### src/rtl/uart_pkg.sv
// rtl/uart_pkg.sv - receiver FSM states, parity modes and bit-period helper
package uart_pkg;

    typedef enum logic [2:0] {
        ST_IDLE   = 3'd0,
        ST_START  = 3'd1,
        ST_DATA   = 3'd2,
        ST_PARITY = 3'd3,
        ST_STOP   = 3'd4
    } uart_state_e;

    localparam int PAR_NONE = 0;
    localparam int PAR_ODD  = 1;
    localparam int PAR_EVEN = 2;

    function automatic int unsigned calc_cycle(input int unsigned clk_mhz, input int unsigned baud);
        return (clk_mhz * 32'd1000000) / baud;
    endfunction

endpackage

### src/rtl/uart_baud_cnt.sv
// rtl/uart_baud_cnt.sv - bit-period counter with bit-centre and bit-end strobes
module uart_baud_cnt #(
    parameter int unsigned CYCLE = 434
) (
    input  logic clk,
    input  logic rst,
    input  logic clear,
    input  logic enable,
    output logic mid_strobe,
    output logic end_strobe
);

    localparam logic [15:0] MID_CNT  = 16'(CYCLE / 2);
    localparam logic [15:0] LAST_CNT = 16'(CYCLE - 1);

    logic [15:0] cnt_q, cnt_d;

    always_comb begin
        cnt_d = cnt_q;
        if (clear) begin
            cnt_d = '0;
        end else if (enable) begin
            cnt_d = (cnt_q == LAST_CNT) ? '0 : cnt_q + 16'd1;
        end
    end

    always_ff @(posedge clk) begin
        if (rst) begin
            cnt_q <= '0;
        end else begin
            cnt_q <= cnt_d;
        end
    end

    // Centre strobe lands on the third vote sample so all samples are available
    assign mid_strobe = enable && !clear && (cnt_q == MID_CNT);
    assign end_strobe = enable && !clear && (cnt_q == LAST_CNT);

endmodule

### src/rtl/uart_rx_cfg.sv
// rtl/uart_rx_cfg.sv - configurable UART receiver; UART_RX_MAJORITY_EN selects 3-sample voting
module uart_rx_cfg #(
    parameter int CLK_FRE   = 50,
    parameter int BAUD_RATE = 115200,
    parameter int DATA_BITS = 8,
    parameter int PARITY    = 0,
    parameter int STOP_BITS = 1
) (
    input  logic                 clk,
    input  logic                 rst,
    input  logic                 rx_pin,
    output logic [DATA_BITS-1:0] rx_data,
    output logic                 rx_data_valid,
    input  logic                 rx_data_ready,
    output logic                 frame_err,
    output logic                 parity_err,
    output logic                 overrun
);
    import uart_pkg::*;

    localparam int unsigned CYCLE     = calc_cycle(CLK_FRE, BAUD_RATE);
    localparam logic [2:0]  LAST_BIT  = 3'(DATA_BITS - 1);
    localparam logic        LAST_STOP = 1'(STOP_BITS - 1);

    logic [1:0] sync_q;
    logic       line;
    logic       line_prev_q;
    logic       falling;
    logic       bit_val;

    uart_state_e state_q, state_d;

    logic [DATA_BITS-1:0] shift_q, shift_d;
    logic [2:0]           bit_idx_q, bit_idx_d;
    logic                 stop_idx_q, stop_idx_d;
    logic                 par_bad_q, par_bad_d;
    logic                 stop_bad_q, stop_bad_d;
    logic                 frame_done, stop_ok, good, consume, exp_par;

    logic [DATA_BITS-1:0] data_q, data_d;
    logic                 valid_q, valid_d;
    logic                 fe_q, fe_d, pe_q, pe_d, ov_q, ov_d;

    logic cnt_clear, cnt_enable, mid_strobe, end_strobe;

    always_ff @(posedge clk) begin
        if (rst) begin
            sync_q      <= 2'b11;
            line_prev_q <= 1'b1;
        end else begin
            sync_q      <= {sync_q[0], rx_pin};
            line_prev_q <= line;
        end
    end

    assign line    = sync_q[1];
    assign falling = line_prev_q & ~line;

`ifdef UART_RX_MAJORITY_EN
    // hist_q holds the two samples preceding the centre strobe
    logic [1:0] hist_q;
    always_ff @(posedge clk) begin
        if (rst) begin
            hist_q <= 2'b11;
        end else begin
            hist_q <= {hist_q[0], line};
        end
    end
    assign bit_val = (hist_q[1] & hist_q[0]) | (hist_q[1] & line) | (hist_q[0] & line);
`else
    logic samp_q;
    always_ff @(posedge clk) begin
        if (rst) begin
            samp_q <= 1'b1;
        end else begin
            samp_q <= line;
        end
    end
    assign bit_val = samp_q;
`endif

    assign cnt_clear  = (state_q == ST_IDLE);
    assign cnt_enable = (state_q != ST_IDLE);

    uart_baud_cnt #(
        .CYCLE(CYCLE)
    ) u_baud_cnt (
        .clk       (clk),
        .rst       (rst),
        .clear     (cnt_clear),
        .enable    (cnt_enable),
        .mid_strobe(mid_strobe),
        .end_strobe(end_strobe)
    );

    always_ff @(posedge clk) begin
        if (rst) begin
            state_q <= ST_IDLE;
        end else begin
            state_q <= state_d;
        end
    end

    always_comb begin
        state_d = state_q;
        case (state_q)
            ST_IDLE:   if (falling) state_d = ST_START;
            ST_START: begin
                if (mid_strobe && bit_val) begin
                    state_d = ST_IDLE;
                end else if (end_strobe) begin
                    state_d = ST_DATA;
                end
            end
            ST_DATA: begin
                if (end_strobe && (bit_idx_q == LAST_BIT)) begin
                    state_d = (PARITY != PAR_NONE) ? ST_PARITY : ST_STOP;
                end
            end
            ST_PARITY: if (end_strobe) state_d = ST_STOP;
            ST_STOP:   if (mid_strobe && (stop_idx_q == LAST_STOP)) state_d = ST_IDLE;
            default:   state_d = ST_IDLE;
        endcase
    end

    assign exp_par = (PARITY == PAR_ODD) ? ~(^shift_q) : ^shift_q;

    always_comb begin
        shift_d    = shift_q;
        bit_idx_d  = bit_idx_q;
        stop_idx_d = stop_idx_q;
        par_bad_d  = par_bad_q;
        stop_bad_d = stop_bad_q;
        frame_done = 1'b0;
        case (state_q)
            ST_IDLE: begin
                bit_idx_d  = '0;
                stop_idx_d = 1'b0;
                par_bad_d  = 1'b0;
                stop_bad_d = 1'b0;
            end
            ST_DATA: begin
                if (mid_strobe) shift_d = {bit_val, shift_q[DATA_BITS-1:1]};
                if (end_strobe) bit_idx_d = bit_idx_q + 3'd1;
            end
            ST_PARITY: if (mid_strobe) par_bad_d = (bit_val != exp_par);
            ST_STOP: begin
                if (mid_strobe) begin
                    if (!bit_val) stop_bad_d = 1'b1;
                    if (stop_idx_q == LAST_STOP) frame_done = 1'b1;
                end
                if (end_strobe) stop_idx_d = 1'b1;
            end
            default: ;
        endcase
    end

    // Holding register: a word completing while the old one is consumed replaces it
    always_comb begin
        stop_ok = bit_val && !stop_bad_q;
        good    = frame_done && stop_ok && !par_bad_q;
        consume = valid_q && rx_data_ready;
        fe_d    = frame_done && !stop_ok;
        pe_d    = frame_done && par_bad_q;
        ov_d    = 1'b0;
        data_d  = data_q;
        valid_d = valid_q;
        if (good) begin
            if (!valid_q || consume) begin
                data_d  = shift_q;
                valid_d = 1'b1;
            end else begin
                ov_d = 1'b1;
            end
        end else if (consume) begin
            valid_d = 1'b0;
        end
    end

    always_ff @(posedge clk) begin
        if (rst) begin
            shift_q    <= '0;
            bit_idx_q  <= '0;
            stop_idx_q <= 1'b0;
            par_bad_q  <= 1'b0;
            stop_bad_q <= 1'b0;
            data_q     <= '0;
            valid_q    <= 1'b0;
            fe_q       <= 1'b0;
            pe_q       <= 1'b0;
            ov_q       <= 1'b0;
        end else begin
            shift_q    <= shift_d;
            bit_idx_q  <= bit_idx_d;
            stop_idx_q <= stop_idx_d;
            par_bad_q  <= par_bad_d;
            stop_bad_q <= stop_bad_d;
            data_q     <= data_d;
            valid_q    <= valid_d;
            fe_q       <= fe_d;
            pe_q       <= pe_d;
            ov_q       <= ov_d;
        end
    end

    assign rx_data       = data_q;
    assign rx_data_valid = valid_q;
    assign frame_err     = fe_q;
    assign parity_err    = pe_q;
    assign overrun       = ov_q;

endmodule

### config.mk
export PLATFORM = sky130hd
export DESIGN_NAME = uart_rx_cfg
export DESIGN_NICKNAME = d
export VERILOG_FILES = /design/src/rtl/uart_pkg.sv /design/src/rtl/uart_baud_cnt.sv /design/src/rtl/uart_rx_cfg.sv
export SDC_FILE = /design/constraint.sdc
export NUM_CORES = 1
export LEC_CHECK = 0
export ABC_CLOCK_PERIOD_IN_PS = 3800
export CAP_MARGIN = 20
export CORE_ASPECT_RATIO = 1.5
export CORE_UTILIZATION = 55
export CTS_BUF_LIST = sky130_fd_sc_hd__clkbuf_4
export DETAILED_ROUTE_END_ITERATION = 10
export GPL_ROUTABILITY_DRIVEN = 0
export GPL_TIMING_DRIVEN = 0
export PLACE_DENSITY = 0.78
export SYNTH_ARGS = -nofsm -noshare
export SYNTH_HDL_FRONTEND = slang
export SYNTH_SLANG_ARGS = --single-unit
### constraint.sdc
create_clock -name clk -period 3.8 [get_ports clk]
set_input_delay 0.38 -clock clk [delete_from_list [all_inputs] [get_ports clk]]
set_output_delay 0.38 -clock clk [all_outputs]
set_load 0.05 [all_outputs]
==> impl_metrics.csv, run 1 <==
group,metric,value,unit
outcome,status,"complete, no violations",
power_and_ir_drop,powerDensity,319,mW/mm²
routing,avgRoutedWirePerCell,13.4,µm
clock_tree,cts.sinks,48,
cells_and_area,regArea,961,µm²
grt,grt_pass1_vias,1505,
die,num_rows,27,
die,placeableCoreArea,0.00368,mm²
yosys,yosysWarnings,0,
clock_tree,ctsRootBufferMaster,"clkbuf_4",
die,floorplan.initialDensity,57.5,%
setup_path,critPathKind,"reg2reg",
grt,gr-usage-all-layers,22.6,%
clock_tree,postCtsHoldBufs,0,
cells_and_area,num_antenna_cells,0,
grt,antenna_found_initial,0,
yosys,synth_nets,236,
grt,grt_max_degree,15,
die,die-area,0.00411,mm²
routing,vias,1610,
grt,grt_overflow,0,
yosys,ys_seq_area_share,45.4,%
yosys,ys.flop_type,"dfxtp_1",
yosys,syn-instance-count,228,
die,ios,16,
setup_path,start_kind,"register",
place,dp_hpwl,2.96,mm
timing,period_needed,2.12,ns
clock_tree,htreeDepth,2,
yosys,syn-cell-area,0.00212,mm²
timing,finalHoldViolations,0,
cells_and_area,area_growth_syn_to_layout,12.0,%
clock_tree,cts.reportedPaths.clkPinSlew,0.13,ns
clock_tree,clock_latency,0.37,ns
yosys,synth.distinct_cells,37,
timing,fmaxAchievable,0.472,GHz
routing,drt_pass1_iterations,4,
yosys,avgSynthCellArea,9.29,µm²
timing,setup_viol,0,
routing,drt-total-wl,3.91,mm
timing,final_max_slew_viol_count,0,
clock_tree,cts_setup_buffers,0,
setup_path,cp.arrival,2.39,ns
timing,rsz0062_at_grt,"no",
timing,setup_slack,1.68,ns
timing,tns,0,ns
power_and_ir_drop,max-vdd-ir-drop,0.217,mV
yosys,synth_edf_count,0,
cells_and_area,nets,258,
clock_tree,cts_buffer_depth,2,
routing,drc,0,
min_path,holdPathStages,1,
clock_tree,post_cts_resized,0,
cells_and_area,fillers,312,
yosys,ys_seq_elements,48,
clock_tree,cts_buffers,5,
run,cap_violations,0,
setup_path,cp.required,4.07,ns
grt,grt_pass1_wl,6.71,mm
min_path,hold_path.class,"reg2reg",
die,die_height,78.0,µm
yosys,async_flop_share,0,%
clock_tree,cts_tree,"built",
routing,vias_per_cell,5.49,
place,port_buffers,15,
power_and_ir_drop,p_leak,0.795,nW
routing,antenna_left,0,
setup_path,cp_max_fo,10,
timing,tightest_slew,0.719,ns
place,dp_worst_setup_slack,1.67,ns
routing,dr.first_iter.drc_count,40,
timing,relSlewSlack,51.7,%
timing,min_period_over_period,55.7,%
setup_path,end_kind,"register",
cells_and_area,drive_above_1_share,8.00,%
cells_and_area,multiInputGateArea,0.00110,mm²
setup_path,reg2reg_depth,7,
timing,fin_skew,0.0100,ns
die,die_x,52.7,µm
[cells in the mapped netlist (3+ instances only)]
cell | n | share of area (%)
inv_1 | 4 | 0.71
buf_2 | 3 | 0.71
xnor2_1 | 11 | 4.5
or3_1 | 4 | 1.2
nand3_1 | 7 | 1.7
nand4_1 | 5 | 1.5
nor2_1 | 45 | 8.0
ha_1 | 4 | 2.4
dfxtp_1 | 48 | 45
or2_2 | 3 | 0.89
nand2b_1 | 7 | 2.1
nand3b_1 | 4 | 1.4
o21ai_1 | 4 | 0.95
nand2_1 | 11 | 1.9
o211ai_1 | 3 | 1.1
mux2i_1 | 16 | 7.6
xor2_1 | 11 | 4.5
clkbuf_1 | 4 | 0.71
nor3_1 | 6 | 1.4
a21oi_1 | 4 | 0.95
[stage by stage]
stage	total power, W	cell area (µm²)	std cells	hold WS [ns]	utilization (%)
after floorplan	0.000534	2120	228	0.389	-
after global placement	0.000543	2320	286	0.392	63.1
after detailed placement	0.000543	2320	286	0.394	63.1
after CTS	0.000766	2370	293	0.425	64.4
after global routing	0.000787	2370	293	0.451	64.4
final	0.000757	2370	293	0.425	64.4
[sequential cells by signal (all words and copies together), names as in the netlist]
register,count
parity_err,1
rx_data_valid,1
par_bad_q,1
rx_data,8
frame_err,1
stop_idx_q,1
shift_q,8
overrun,1
bit_val,1
u_baud_cnt.cnt_q,16
state_q,3
stop_bad_q,1
bit_idx_q,3
sync_q,2
[worst paths after layout]
kind / startpoint / endpoint / slack (ns)
max: u_baud_cnt.cnt_q[0] / u_baud_cnt.cnt_q[8] / 1.68
min: sync_q[0] / sync_q[1] / 0.42
max reg2reg: u_baud_cnt.cnt_q[0] / u_baud_cnt.cnt_q[8] / 1.68
min reg2reg: sync_q[0] / sync_q[1] / 0.42
[layout make-up]
class	instances	share of cell area [%]
buffer	8	1.58
timing repair buffer	15	6.33
multi-input combinational	168	46.6
inverter	4	0.633
tap	43	2.27
clock buffer	5	1.58
sequential	48	40.5
clock inverter	2	0.527
[cells in the final DEF, fill, tap and decap left out, drive strengths merged, types with 6 or more instances in the layout]
| cell type | count |
|---|---|
| dfxtp | 48 |
| nor2 | 45 |
| mux2i | 16 |
| clkdlybuf4s50 | 15 |
| nand2 | 11 |
| xor2 | 11 |
| xnor2 | 11 |
| clkbuf | 9 |
| nor3 | 8 |
| nand3 | 7 |
| nand2b | 7 |
| nand4 | 6 |
[layer usage]
| metal | routed length, µm | up-vias | global-route usage, % |
|---|---|---|---|
| li1 | - | 819 | - |
| met1 | 1530 | 753 | 22.8 |
| met2 | 2150 | 30 | 41.1 |
| met3 | 137 | 8 | 5.29 |
| met4 | 100 | 0 | 11.1 |
| met5 | 0 | - | 0 |
[worst max-delay path, cell delays in order, from the launching register on]
cell     delay, ns
dfxtp_1       0.40
ha_1          0.15
nor2b_1       0.27
nand3_1       0.20
or3_1         0.47
nand2_1       0.24
buf_4         0.22
nor2_1        0.06
[power breakdown]
| group | total (W) | internal (W) | switching [W] |
|---|---|---|---|
| logic | 0.0000248 | 0.00000985 | 0.0000150 |
| clock network | 0.000225 | 0.0000676 | 0.000158 |
| registers | 0.000507 | 0.000505 | 0.00000143 |
| total | 0.000757 | 0.000583 | 0.000174 |
[cells by family (layout without fill, tap and decap cells)]
family	Yosys count	in the layout	synth area share, %
buf+inv	12	34	2.48
simple gates	108	108	27.5
compound gates	18	18	5.67
fa+ha+maj	4	4	2.36
xor+xnor	22	22	9.10
mux	16	16	7.56
flops	48	48	45.4
Power figures use the tool's default switching activity.
==> inputs of run 2 (changes only) <==
--- a/config.mk
+++ b/config.mk
@@ -5,7 +5,7 @@
 export SDC_FILE = /design/constraint.sdc
 export NUM_CORES = 1
 export LEC_CHECK = 0
-export ABC_CLOCK_PERIOD_IN_PS = 3800
+export ABC_CLOCK_PERIOD_IN_PS = 2100
 export CAP_MARGIN = 20
 export CORE_ASPECT_RATIO = 1.5
 export CORE_UTILIZATION = 55
==> constraint.sdc (replaced) <==
create_clock -name clk -period 2.1 [get_ports clk]
set_input_delay 0.21 -clock clk [delete_from_list [all_inputs] [get_ports clk]]
set_output_delay 0.21 -clock clk [all_outputs]
set_load 0.05 [all_outputs]
==> run 2 against run 1 <==
  * Clock-buffer cell count is the same
  * Die area is the same
  * Fmax up 8.1%
  * Via count increased by 0.62%
  * Wire length increased by 1.2%
  * Largest cell class unchanged
  * Highest routed layer unchanged
==> impl_metrics.csv, run 2 (synthesized netlist as in run 1, its figures left out) <==
group,metric,value,unit
routing,dr.first_iter.drc_count,40,
timing,period_needed,1.96,ns
grt,grt_overflow,0,
timing,finalHoldViolations,0,
routing,drt-total-wl,3.96,mm
grt,grt_pass1_wl,6.71,mm
setup_path,cp_max_fo,10,
clock_tree,cts.sinks,48,
routing,antenna_left,0,
die,floorplan.initialDensity,57.5,%
cells_and_area,area_growth_syn_to_layout,13.7,%
clock_tree,cts_tree,"built",
timing,final_max_slew_viol_count,0,
place,dp_worst_setup_slack,-0.0323,ns
setup_path,critPathKind,"reg2reg",
setup_path,reg2reg_depth,6,
clock_tree,cts_buffers,5,
cells_and_area,num_antenna_cells,0,
die,ios,16,
min_path,holdPathStages,2,
clock_tree,cts_buffer_depth,2,
cells_and_area,layout_commonest_cell,"dfxtp_1",
power_and_ir_drop,p_leak,0.806,nW
timing,relSlewSlack,62.3,%
clock_tree,cts.reportedPaths.clkPinSlew,0.13,ns
min_path,hold_path.class,"in2reg",
timing,setup_slack,0.140,ns
grt,grt_max_degree,15,
clock_tree,ctsRootBufferMaster,"clkbuf_4",
grt,grt_pass1_vias,1505,
setup_path,start_kind,"register",
routing,vias,1620,
cells_and_area,regArea,961,µm²
cells_and_area,fillers,308,
clock_tree,clock_latency,0.37,ns
place,dp_hpwl,2.96,mm
timing,tightest_slew,0.562,ns
setup_path,end_kind,"register",
power_and_ir_drop,powerDensity,568,mW/mm²
cells_and_area,layout_common_cells,"48 x dfxtp_1, 45 x nor2_1, 16 x mux2i_1, 15 x clkdlybuf4s50_1",
timing,fmaxAchievable,0.510,GHz
routing,drt_pass1_iterations,4,
cells_and_area,top_register,"u_baud_cnt.cnt_q",
routing,avgRoutedWirePerCell,13.5,µm
grt,antenna_found_initial,0,
cells_and_area,fin_area,0.00241,mm²
run,cap_violations,0,
die,placeableCoreArea,0.00368,mm²
setup_path,cp.required,2.37,ns
die,die_x,52.7,µm
place,port_buffers,15,
die,die_height,78.0,µm
timing,rsz0062_at_grt,"no",
power_and_ir_drop,max-vdd-ir-drop,0.397,mV
cells_and_area,nets,259,
timing,fin_skew,0.0101,ns
cells_and_area,drive_above_1_share,9.16,%
die,die-area,0.00411,mm²
routing,vias_per_cell,5.51,
timing,min_period_over_period,93.3,%
setup_path,cp.arrival,2.23,ns
outcome,status,"complete, no violations",
cells_and_area,largest_reg_flops,16,
cells_and_area,multiInputGateArea,0.00112,mm²
grt,gr-usage-all-layers,22.6,%
die,num_rows,27,
clock_tree,htreeDepth,2,
timing,setup_viol,0,
routing,drc,0,
place,placed_cell_area,0.00232,mm²
## run 2: what timing repair did
action                     4_1_cts  5_1_grt
setup endpoints to repair       17       28
resized for setup                1        5
hold endpoints to repair         0        0
buffers inserted                 0        1
hold buffers                     0        0
pin swaps                        1        1
## run 2: final timing paths
kind | startpoint | endpoint | slack (ns)
max reg2reg | u_baud_cnt.cnt_q[11] | u_baud_cnt.cnt_q[8] | 0.14
min | rx_pin | sync_q[0] | 0.40
min reg2reg | sync_q[0] | sync_q[1] | 0.42
max | u_baud_cnt.cnt_q[11] | u_baud_cnt.cnt_q[8] | 0.14
## run 2: power breakdown
group	total, W	switching, W	leakage (nW)	internal [W]
Clock	0.000405	0.000282	0.0271	0.000122
Combinational	0.0000468	0.0000282	0.392	0.0000187
Sequential	0.000917	0.00000254	0.387	0.000914
Total	0.00137	0.000313	0.806	0.00106
## run 2: layout make-up
class | count | share of cell area (%)
plain buffers | 8 | 1.77
clock buffers | 5 | 1.56
clock inverters | 2 | 0.519
inverters | 4 | 0.623
multi-input cells | 168 | 46.3
flip-flops and latches | 48 | 39.9
well taps | 43 | 2.23
repair buffers | 16 | 7.06
## run 2: per-stage QoR
stage	power (W)	hold slack (ns)	TNS, ns	instances	utilization, %
2_1_floorplan	0.000967	0.314	0	228	-
3_3_place_gp	0.000982	0.392	0	286	63.1
3_5_place_dp	0.000983	0.394	-0.209	286	63.1
4_1_cts	0.00139	0.384	0	293	64.5
5_1_grt	0.00143	0.396	0	294	65.4
6_report	0.00137	0.396	0	294	65.4
## run 2: routing by layer
metal  up-vias  share of wire [%]  wire length, µm  track usage, %
met2        33                 55             2170            41.1
li1        820                  -                -               -
met1       757                 39             1530            22.8
met3        10                4.0              159            5.29
met5         -                  0                0               0
met4         0                2.6              104            11.1
## run 2: critical path, stage by stage (launching register included)
cell     delay (ns)
dfxtp_1        0.39
nor4_4         0.37
nand3_1        0.20
or3_1          0.48
nand2_2        0.18
buf_4          0.19
nor2_1         0.06
